--- config.mk ---
export PLATFORM = sky130hd
export DESIGN_NAME = mux_scan_ctrl
export DESIGN_NICKNAME = d
export VERILOG_FILES = /design/src/rtl/mux_scan_ctrl.sv
export SDC_FILE = /design/constraint.sdc
export NUM_CORES = 1
export LEC_CHECK = 0
export BUFFER_PORTS_ARGS = -buffer_cell sky130_fd_sc_hd__clkbuf_2
export CORE_MARGIN = 1.5
export CORE_UTILIZATION = 40
export DETAILED_ROUTE_END_ITERATION = 10
export PLACE_DENSITY_LB_ADDON = 0.12
export SLEW_MARGIN = 15
export SYNTH_ARGS = -nofsm -noshare
export SYNTH_HDL_FRONTEND = slang
export SYNTH_SLANG_ARGS = --single-unit
--- constraint.sdc ---
create_clock -name clk -period 3 [get_ports clk]
set_input_delay 0.6 -clock clk [delete_from_list [all_inputs] [get_ports clk]]
set_output_delay 0.6 -clock clk [all_outputs]
set_load 0.05 [all_outputs]
--- src/rtl/mux_scan_ctrl.sv ---
// Round-robin scan controller for a 4:1 mux: steps the selects a..d, dwells, captures y per channel.
// Optional per-channel change flags are enabled with `define MUX_SCAN_CHANGE_DETECT_EN.
module mux_scan_ctrl #(
   parameter int W     = 2,
   parameter int DWELL = 4
) (
   input  logic         clk,
   input  logic         rst,
   input  logic         start,
   input  logic         cont,
   output logic         s0,
   output logic         s1,
   input  logic [W-1:0] y,
   output logic         busy,
   output logic         done,
   output logic [W-1:0] ch0,
   output logic [W-1:0] ch1,
   output logic [W-1:0] ch2,
   output logic [W-1:0] ch3,
   output logic [3:0]   changed
);

   localparam int CW = (DWELL > 1) ? $clog2(DWELL) : 1;
   localparam logic [CW-1:0] LAST = CW'(DWELL - 1);

   typedef enum logic [1:0] {
      IDLE = 2'd0,
      SCAN = 2'd1,
      DONE = 2'd2
   } state_t;

   state_t              state_q, state_d;
   logic [1:0]          ch_q, ch_d;
   logic [CW-1:0]       cnt_q, cnt_d;
   logic                busy_q, busy_d;
   logic                done_q, done_d;
   logic [3:0][W-1:0]   res_q, res_d;
   logic                capture;

   assign capture = (state_q == SCAN) && (cnt_q == LAST);

   always_comb begin
      state_d = state_q;
      ch_d    = ch_q;
      cnt_d   = cnt_q;
      res_d   = res_q;
      case (state_q)
         IDLE: begin
            ch_d  = 2'd0;
            cnt_d = '0;
            if (start) begin
               state_d = SCAN;
            end
         end
         SCAN: begin
            if (capture) begin
               cnt_d       = '0;
               res_d[ch_q] = y;
               // Channel d wraps the index back to a, so DONE already presents channel a.
               ch_d        = ch_q + 2'd1;
               if (ch_q == 2'd3) begin
                  state_d = DONE;
               end
            end else begin
               cnt_d = cnt_q + CW'(1);
            end
         end
         DONE: begin
            ch_d    = 2'd0;
            cnt_d   = '0;
            state_d = cont ? SCAN : IDLE;
         end
         default: begin
            state_d = IDLE;
            ch_d    = 2'd0;
            cnt_d   = '0;
         end
      endcase
      busy_d = (state_d != IDLE);
      done_d = (state_d == DONE);
   end

   always_ff @(posedge clk or posedge rst) begin
      if (rst) begin
         state_q <= IDLE;
         ch_q    <= 2'd0;
         cnt_q   <= '0;
         busy_q  <= 1'b0;
         done_q  <= 1'b0;
         res_q   <= '0;
      end else begin
         state_q <= state_d;
         ch_q    <= ch_d;
         cnt_q   <= cnt_d;
         busy_q  <= busy_d;
         done_q  <= done_d;
         res_q   <= res_d;
      end
   end

`ifdef MUX_SCAN_CHANGE_DETECT_EN
   logic [3:0] changed_q, changed_d;

   // Compare against the value being overwritten; results start at zero after reset.
   always_comb begin
      changed_d = changed_q;
      if (capture) begin
         changed_d[ch_q] = (y != res_q[ch_q]);
      end
   end

   always_ff @(posedge clk or posedge rst) begin
      if (rst) begin
         changed_q <= 4'b0000;
      end else begin
         changed_q <= changed_d;
      end
   end

   assign changed = changed_q;
`else
   assign changed = 4'b0000;
`endif

   assign s0   = ch_q[1];
   assign s1   = ch_q[0];
   assign busy = busy_q;
   assign done = done_q;
   assign ch0  = res_q[0];
   assign ch1  = res_q[1];
   assign ch2  = res_q[2];
   assign ch3  = res_q[3];

endmodule

==> results of run 1 <==
-- layout make-up --
class	instances	area (um2)	share of cell area [%]
tap	25	31.3	3.65
sequential	16	400	46.7
inverter	4	15.0	1.75
clock buffer	3	22.5	2.63
timing repair buffer	17	85.1	9.93
multi-input combinational	35	303	35.3
-- metrics by stage --
stage	area, um2	util [%]
2_1_floorplan	769	-
3_3_place_gp	835	47.8
3_5_place_dp	835	47.8
4_1_cts	857	49.1
5_1_grt	857	49.1
6_report	857	49.1
-- final timing paths --
path                                     start                  to  slack (ps)  cells past startpoint
setup / recovery           ch_q[0]$_DFFE_PP0P_                  s1        1370                      1
hold / removal                             rst  ch3[0]$_DFFE_PP0P_         350                      2
setup reg to reg            cnt_q[0]$_DFF_PP0_  ch3[0]$_DFFE_PP0P_        1580                      3
hold reg to reg             cnt_q[0]$_DFF_PP0_  cnt_q[0]$_DFF_PP0_         440                      1
max in group asynchronous                  rst  ch1[0]$_DFFE_PP0P_        2270                      2
min in group clk            cnt_q[0]$_DFF_PP0_  cnt_q[0]$_DFF_PP0_         440                      1
-- state kept, by name, indices dropped and copies added, names as in the netlist --
signal / flops
busy: 1
ch0: 2
ch1: 2
ch2: 2
ch3: 2
ch_q: 2
cnt_q: 2
done: 1
state_q: 2
-- cell usage in the layout, fill, tap and decap left out, drive strengths merged --
master,n
and4b,2
o22ai,2
conb,4
nand2,1
and2,1
clkbuf,20
dfrtp,16
xnor2,1
ha,5
nand4b,3
nand2b,1
inv,4
mux2i,2
nor2,4
nor3,1
mux2,8
-- kinds of logic after synthesis --
kind of cell,Yosys count,share of synthesized area [%]
flops,16,52.8
xor+xnor,1,1.16
other cells,1,0.495
mux,10,15.5
compound gates,2,1.65
simple gates,13,11.4
buf+inv,11,8.75
fa+ha+maj,5,8.25
-- metal layers --
layer / global-route usage, % / routed length (um) / part of all wire (%) / vias to the layer above
met2: 20.0 / 522 / 45 / 16
met4: 6.86 / 18 / 1.5 / 0
li1: - / - / - / 222
met3: 3.53 / 54 / 4.6 / 2
met5: 0 / 0 / 0 / -
met1: 17.3 / 570 / 49 / 216
==> impl_results.md, run 1 <==
- Status: completed
- Antenna Violating Nets Remaining: 0
- Cell taking the most area after synthesis: dfrtp_1
- CTS tree: built
- Critical path startpoint category: flop
- Least-Margin Pin Slew: 577 ps
- Max Root-Sink Buffers: 2
- Async set-reset flop share out of synthesis: 100%
- Tot GR Track Use: 13.3%
- Synth top cells by count: dfrtp_1 (16), mux2_2 (6), ha_1 (5)
- I/O pin total: 22
- CTS Buf Count: 3
- Largest net degree at the start of global routing: 17
- Yosys reg bits: 16
- Resized Gates After CTS: 0
- Class of the worst hold path: primary input to asynchronous set/reset pin
- Final min period: 1630 ps
- Top-count cell post-synth: dfrtp_1
- Hold Buf Count CTS: 0
- DR vias: 456
- IO Port Bufs: 17
- Number of global-route vias before repair: 428
- Setup bufs post-CTS: 0
- Final worst slack: 1370 ps
- # DRC: 0
- Setup total negative slack: 0 ps
- Final net count: 88
- Worst path required time: 2400 ps
- WL per Instance: ~12 um
- Root Buffer: clkbuf_4
- Worst path arrival time: just over 1000 ps
- CP Class: flop to output port
- Layout cells sized above 1: 38.7%
- DP Worst Slack: around 1600 ps
- Crit path max-delay family: flip-flops
- Initial antenna violation count: 0
- Clk_skew: just under 0.9 ps
- CP Max Fanout: 5
- Die height: 46.5 um
- Final hold vios: 0
- Seq/Total Area, Yosys: 52.8%
- Final hold slack: 354 ps
- Top-area cell type share of the netlist area: 52.8%
- # setup viols final: 0
- Crit path largest cell delay: 440 ps
- Synth unique cells: 20
- Layout area overhead: 13.0%
- Netlist Area Pre-Place: 758 um2
- Antenna diodes: 0
- Clock sink count: 16
- Grt total ovfl: 0
- First-pass DRT Iterations: 4
- FP Rows: 15
- Area of the core: 1750 um2
- Final WL: 1170 um
- Final HPWL DP: 901 um
- Clock transition at the registers of the reported paths: 90 ps
- H-tree depth: 1
- Vias per cell: approximately 4.6
- Mean Syn Cell Area: approximately 13 um2
- 1st-iter DRT viols: 9
- Worst skew pair latency: 270 ps
- First-pass GRT wire length: 1920 um
- Max-cap viol count: 0
- Setup repair after global routing missed its margin: no
- Placer Congestion: 0.698
- Cell Chain, Critical Path: clkbuf_2
- Post-synth EDFFs: 0
- Slew margin rel.: approximately three fifths
- Maximum clock frequency: between 0.6 and 0.7 GHz
- Fillcell total: 170
- Mapped Cells: 59
- Final Max Slew Viols: 0
- Buf/Inv on CP: 1
- Setup crit end kind: output port
- Warnings, synthesis: 0
- Ranking of synthesized cells by area: dfrtp_1 (53%), mux2_2 (8.9%), ha_1 (8.3%)
- Post-route insts no fill: 100
- Die ar.: 2170 um2
- Starting Density: 43.4%
- Placed cells: 97
- Period utilization: 54.3%
- CP max stage cell: dfrtp_1
- Main synth FF type: dfrtp_1
- Die X: about 47 um
Power of run 1 is left out: the tool's default activity adds up to more than one toggle a clock period on the data nets, which glitch-free logic cannot reach.
==> run 2: changes to the inputs <==
==> constraint.sdc (replaced) <==
create_clock -name clk -period 1.45 [get_ports clk]
set_input_delay 0.29 -clock clk [delete_from_list [all_inputs] [get_ports clk]]
set_output_delay 0.29 -clock clk [all_outputs]
set_load 0.05 [all_outputs]
==> run 2 against run 1 <==
  * Utilization increased by 1.4 points
  * Clock skew is 2.2 ps higher
  * Via count up 0.22%
  * Hold slack lost 320 ps
  * Die area unchanged
  * Non-clock buffer count rose by 1
==> impl_results.md, run 2 (synthesis gave the netlist of run 1 again) <==
- # setup viols final: 0
- FF-to-FF setup slack: 130 ps
- Grt total ovfl: 0
- Setup crit end kind: flop
- Setup bufs post-CTS: 0
- DR vias: approximately 460
- Crit path largest cell delay: approximately 360 ps
- Most frequent cells in the layout: clkbuf_2 (17), dfrtp_1 (14), mux2_2 (6), ha_1 (5)
- Critical path endpoint: ch3[0]$_DFFE_PP0P_
- Clock transition at the registers of the reported paths: around 90 ps
- CP Class: flop to flop
- First-pass GRT wire length: ~1900 um
- CTS Buf Count: 3
- Number of global-route vias before repair: 436
- Critical path depth in cells: 3
- Clock sink count: 16
- Layout cells sized above 1: 42.9%
- Antenna Violating Nets Remaining: 0
- Tot GR Track Use: between 10% and 20%
- Die height: approximately 47 um
- Reg2reg end: ch3[0]$_DFFE_PP0P_
- I/O pin total: 22
- Buf/Inv on CP: 0
- Clk_skew: 3.12 ps
- Post-route insts no fill: 102
- IO Port Bufs: 17
- Antenna diodes: 0
- Hold Buf Count CTS: 0
- Final HPWL DP: 891 um
- Worst r2r path cells: 3
- Resized Gates After CTS: 0
- Final WL: 1170 um
- Final hold vios: 0
- Placer Congestion: 0.681
- Largest net degree at the start of global routing: 17
- Initial antenna violation count: 0
- Worst R2R Start: cnt_q[0]$_DFF_PP0_
- Critical path startpoint category: flop
- CP max stage cell: dfrtp_1
- FP Rows: 15
- Area of the core: 1750 um2
- Layout area overhead: 16.2%
- Least-Margin Pin Slew: 587 ps
- Worst path required time: 1630 ps
- Status: completed
- Worst path arrival time: ~1500 ps
- Final min period: 1320 ps
- Fillcell total: roughly 170
- CP Max Fanout: 7
- 1st-iter DRT viols: 6
- Vias per cell: 4.48
- Critical path startpoint: cnt_q[0]$_DFF_PP0_
- H-tree depth: 1
- Leading cell type in the layout, fill and taps excluded: clkbuf_2
- Starting Density: 43.4%
- Crit path max-delay family: flip-flops
- Class of the worst hold path: primary input to asynchronous set/reset pin
- Final net count: 89
- Setup repair after global routing missed its margin: no
- Die ar.: ~2200 um2
- Setup total negative slack: 0 ps
- Max Root-Sink Buffers: 2
- Worst skew pair latency: 280 ps
- Max-cap viol count: 0
- Root Buffer: clkbuf_4
- Period utilization: 91.2%
- # DRC: 0
- Cell Chain, Critical Path: ha_1 > and4b_4 > mux2_4
- Die X: 46.5 um
- Maximum clock frequency: 0.756 GHz
- Placed cells: 98
- WL per Instance: roughly 12 um
- CTS tree: built
- First-pass DRT Iterations: 5
- Final Max Slew Viols: 0
- Slew margin rel.: between 60% and 70%
==> run 2: worst min-delay path by stage <==
stage / startpoint / end / slack [ps] / cells after the start
6_report: rst / done$_DFF_PP0_ / 30 / 2
2_1_floorplan: rst / busy$_DFF_PP0_ / 200 / 1
4_1_cts: rst / done$_DFF_PP0_ / 60 / 2
5_1_grt: rst / done$_DFF_PP0_ / 80 / 2
3_5_place_dp: rst / ch2[0]$_DFFE_PP0P_ / 380 / 2
3_3_place_gp: rst / ch3[1]$_DFFE_PP0P_ / 370 / 2
==> run 2: stage by stage <==
stage | utilization [%] | setup WS (ps) | instance area [um2] | hold slack (ps)
5_1_grt | 50.5 | 58.0 | 881 | 76.6
3_5_place_dp | 48.4 | 148 | 845 | 380
3_3_place_gp | 48.4 | 165 | 845 | 373
4_1_cts | 50.5 | 133 | 881 | 57.2
6_report | 50.5 | 128 | 881 | 33.5
2_1_floorplan | - | 29.3 | 772 | 204
==> run 2: routing by layer <==
metal	vias up	share of wire [%]	track usage, %
met2	14	49	18.3
li1	225	-	-
met4	0	0	8.57
met5	-	0	0
met1	218	47	17.6
met3	0	4.5	3.53
==> run 2: cell type report <==
| class | count | area, um2 | share of cell area (%) |
|---|---|---|---|
| Clock buffer | 4 | 36.3 | 4.12 |
| Inverter | 4 | 15.0 | 1.70 |
| Multi-Input combinational cell | 35 | 303 | 34.4 |
| Sequential cell | 16 | 403 | 45.7 |
| Tap cell | 25 | 31.3 | 3.55 |
| Timing Repair Buffer | 18 | 92.6 | 10.5 |
Power of run 2 is left out for the same reason.
==> run 3: changes to the inputs <==
--- a/config.mk
+++ b/config.mk
@@ -6,6 +6,7 @@
 export NUM_CORES = 1
 export LEC_CHECK = 0
 export BUFFER_PORTS_ARGS = -buffer_cell sky130_fd_sc_hd__clkbuf_2
+export CORE_ASPECT_RATIO = 0.7
 export CORE_MARGIN = 1.5
 export CORE_UTILIZATION = 40
 export DETAILED_ROUTE_END_ITERATION = 10
==> run 3 against run 2 <==
  * Count of clock-buffer cells in the layout stayed put
  * Design area is 1.4% higher
  * Die area is 0.18% higher
  * Hold slack better by 220 ps
  * Wire length is 9.4% higher
  * Critical path type unchanged
  * Largest cell class unchanged
==> impl_results.md, run 3 (synthesis gave the netlist of run 1 again) <==
- Status: completed
- Vias per cell: 4.68
- Final net count: ~90
- DR vias: 468
- Initial antenna violation count: 0
- Crit path max-delay family: flip-flops
- Clock transition at the registers of the reported paths: 90 ps
- Root Buffer: clkbuf_4
- IO Port Bufs: 17
- Setup total negative slack: 0 ps
- CTS tree: built
- Tot GR Track Use: 14.7%
- Setup repair after global routing missed its margin: no
- Most frequent cells in the layout: clkbuf_2 (17), dfrtp_1 (14), mux2_2 (6), ha_1 (5)
- CP Class: flop to flop
- Worst R2R Start: cnt_q[0]$_DFF_PP0_
- Cell Chain, Critical Path: ha_1 > and4b_4 > mux2_4
- Layout cells sized above 1: 43.0%
- Final WL: 1280 um
- Placer Congestion: roughly 0.7
- Post-layout util: 53.1%
- Final Max Slew Viols: 0
- Critical path startpoint: cnt_q[0]$_DFF_PP0_
- Worst path required time: roughly 1600 ps
- Die height: 39.4 um
- Maximum clock frequency: 0.744 GHz
- Largest net degree at the start of global routing: 17
- Setup bufs post-CTS: 0
- WL per Instance: 12.8 um
- Starting Density: 45.1%
- H-tree depth: 1
- Hold Buf Count CTS: 1
- Die ar.: around 2200 um2
- Number of global-route vias before repair: 433
- CP Max Fanout: 7
- # setup viols final: 0
- Layout area overhead: 17.8%
- CP max stage cell: dfrtp_1
- DP Worst Slack: 126 ps
- Max Root-Sink Buffers: 2
- Grt total ovfl: 0
- I/O pin total: 22
- FP Rows: 12
- Period utilization: 92.7%
- 1st-iter DRT viols: 9
- Buf/Inv on CP: 0
- Class of the worst hold path: primary input to flop
- Antenna Violating Nets Remaining: 0
- Final hold vios: 0
- Final HPWL DP: 996 um
- First-pass GRT wire length: 1970 um
- Crit path largest cell delay: about 360 ps
- Final min period: ~1300 ps
- Area of the core: around 1700 um2
- Resized Gates After CTS: 0
- CTS Buf Count: 3
- Worst skew pair latency: 280 ps
- First-pass DRT Iterations: 3
- Antenna diodes: 0
- Final worst slack: 106 ps
- Setup crit end kind: flop
- Clock sink count: 16
- Max-cap viol count: 0
- Hold_sp: cont
- Clk_skew: 2.58 ps
- Critical path startpoint category: flop
- Worst path arrival time: 1520 ps
- Fillcell total: 155
- Die X: between 50 and 60 um
- # DRC: 0
- Leading cell type in the layout, fill and taps excluded: clkbuf_2
==> run 3: changes by cell type in the layout (fill, tap and decap cells not counted), sizes merged <==
cell	previous run	this run
dlygate4sd3	0	1
buf	1	2
==> run 3: per-layer routing <==
| metal | global-route usage, % | wire (um) |
|---|---|---|
| met4 | 5.49 | 8 |
| met3 | 8.02 | 86 |
| met1 | 19.0 | 671 |
| met2 | 20.2 | 517 |
| met5 | 0 | 0 |
==> run 3: stage by stage <==
step | hold WS, ps | cell area (um2) | std cells
after floorplan | 204 | 772 | 62
after detailed placement | 296 | 847 | 95
after CTS | 247 | 893 | 100
final | 258 | 893 | 100
after global routing | 233 | 893 | 100
after global placement | 286 | 847 | 95
==> run 3: worst paths after layout <==
check	to	depth (start not counted)	slack [ps]
worst min-delay path	busy$_DFF_PP0_	3	260
max in group asynchronous	ch_q[1]$_DFFE_PP0P_	4	720
min in group asynchronous	state_q[1]$_DFF_PP0_	4	530
worst min register to register	cnt_q[0]$_DFF_PP0_	1	450
worst max register to register	ch3[1]$_DFFE_PP0P_	3	110
worst max-delay path	ch3[1]$_DFFE_PP0P_	3	110
==> run 3: area by class of cell <==
| type | instances | area (um2) | share of cell area (%) |
|---|---|---|---|
| Timing Repair Buffer | 20 | 110 | 12.3 |
| Sequential cell | 16 | 403 | 45.1 |
| Clock buffer | 4 | 36.3 | 4.06 |
| Inverter | 4 | 15.0 | 1.68 |
| Tap cell | 21 | 26.3 | 2.94 |
| Multi-Input combinational cell | 35 | 303 | 33.9 |
==> run 3: tightest hold or removal path: stages <==
cell and delay, ps:
clkbuf_2 90, nand2_1 60, o22ai_1 70
Power of run 3 is left out for the same reason.
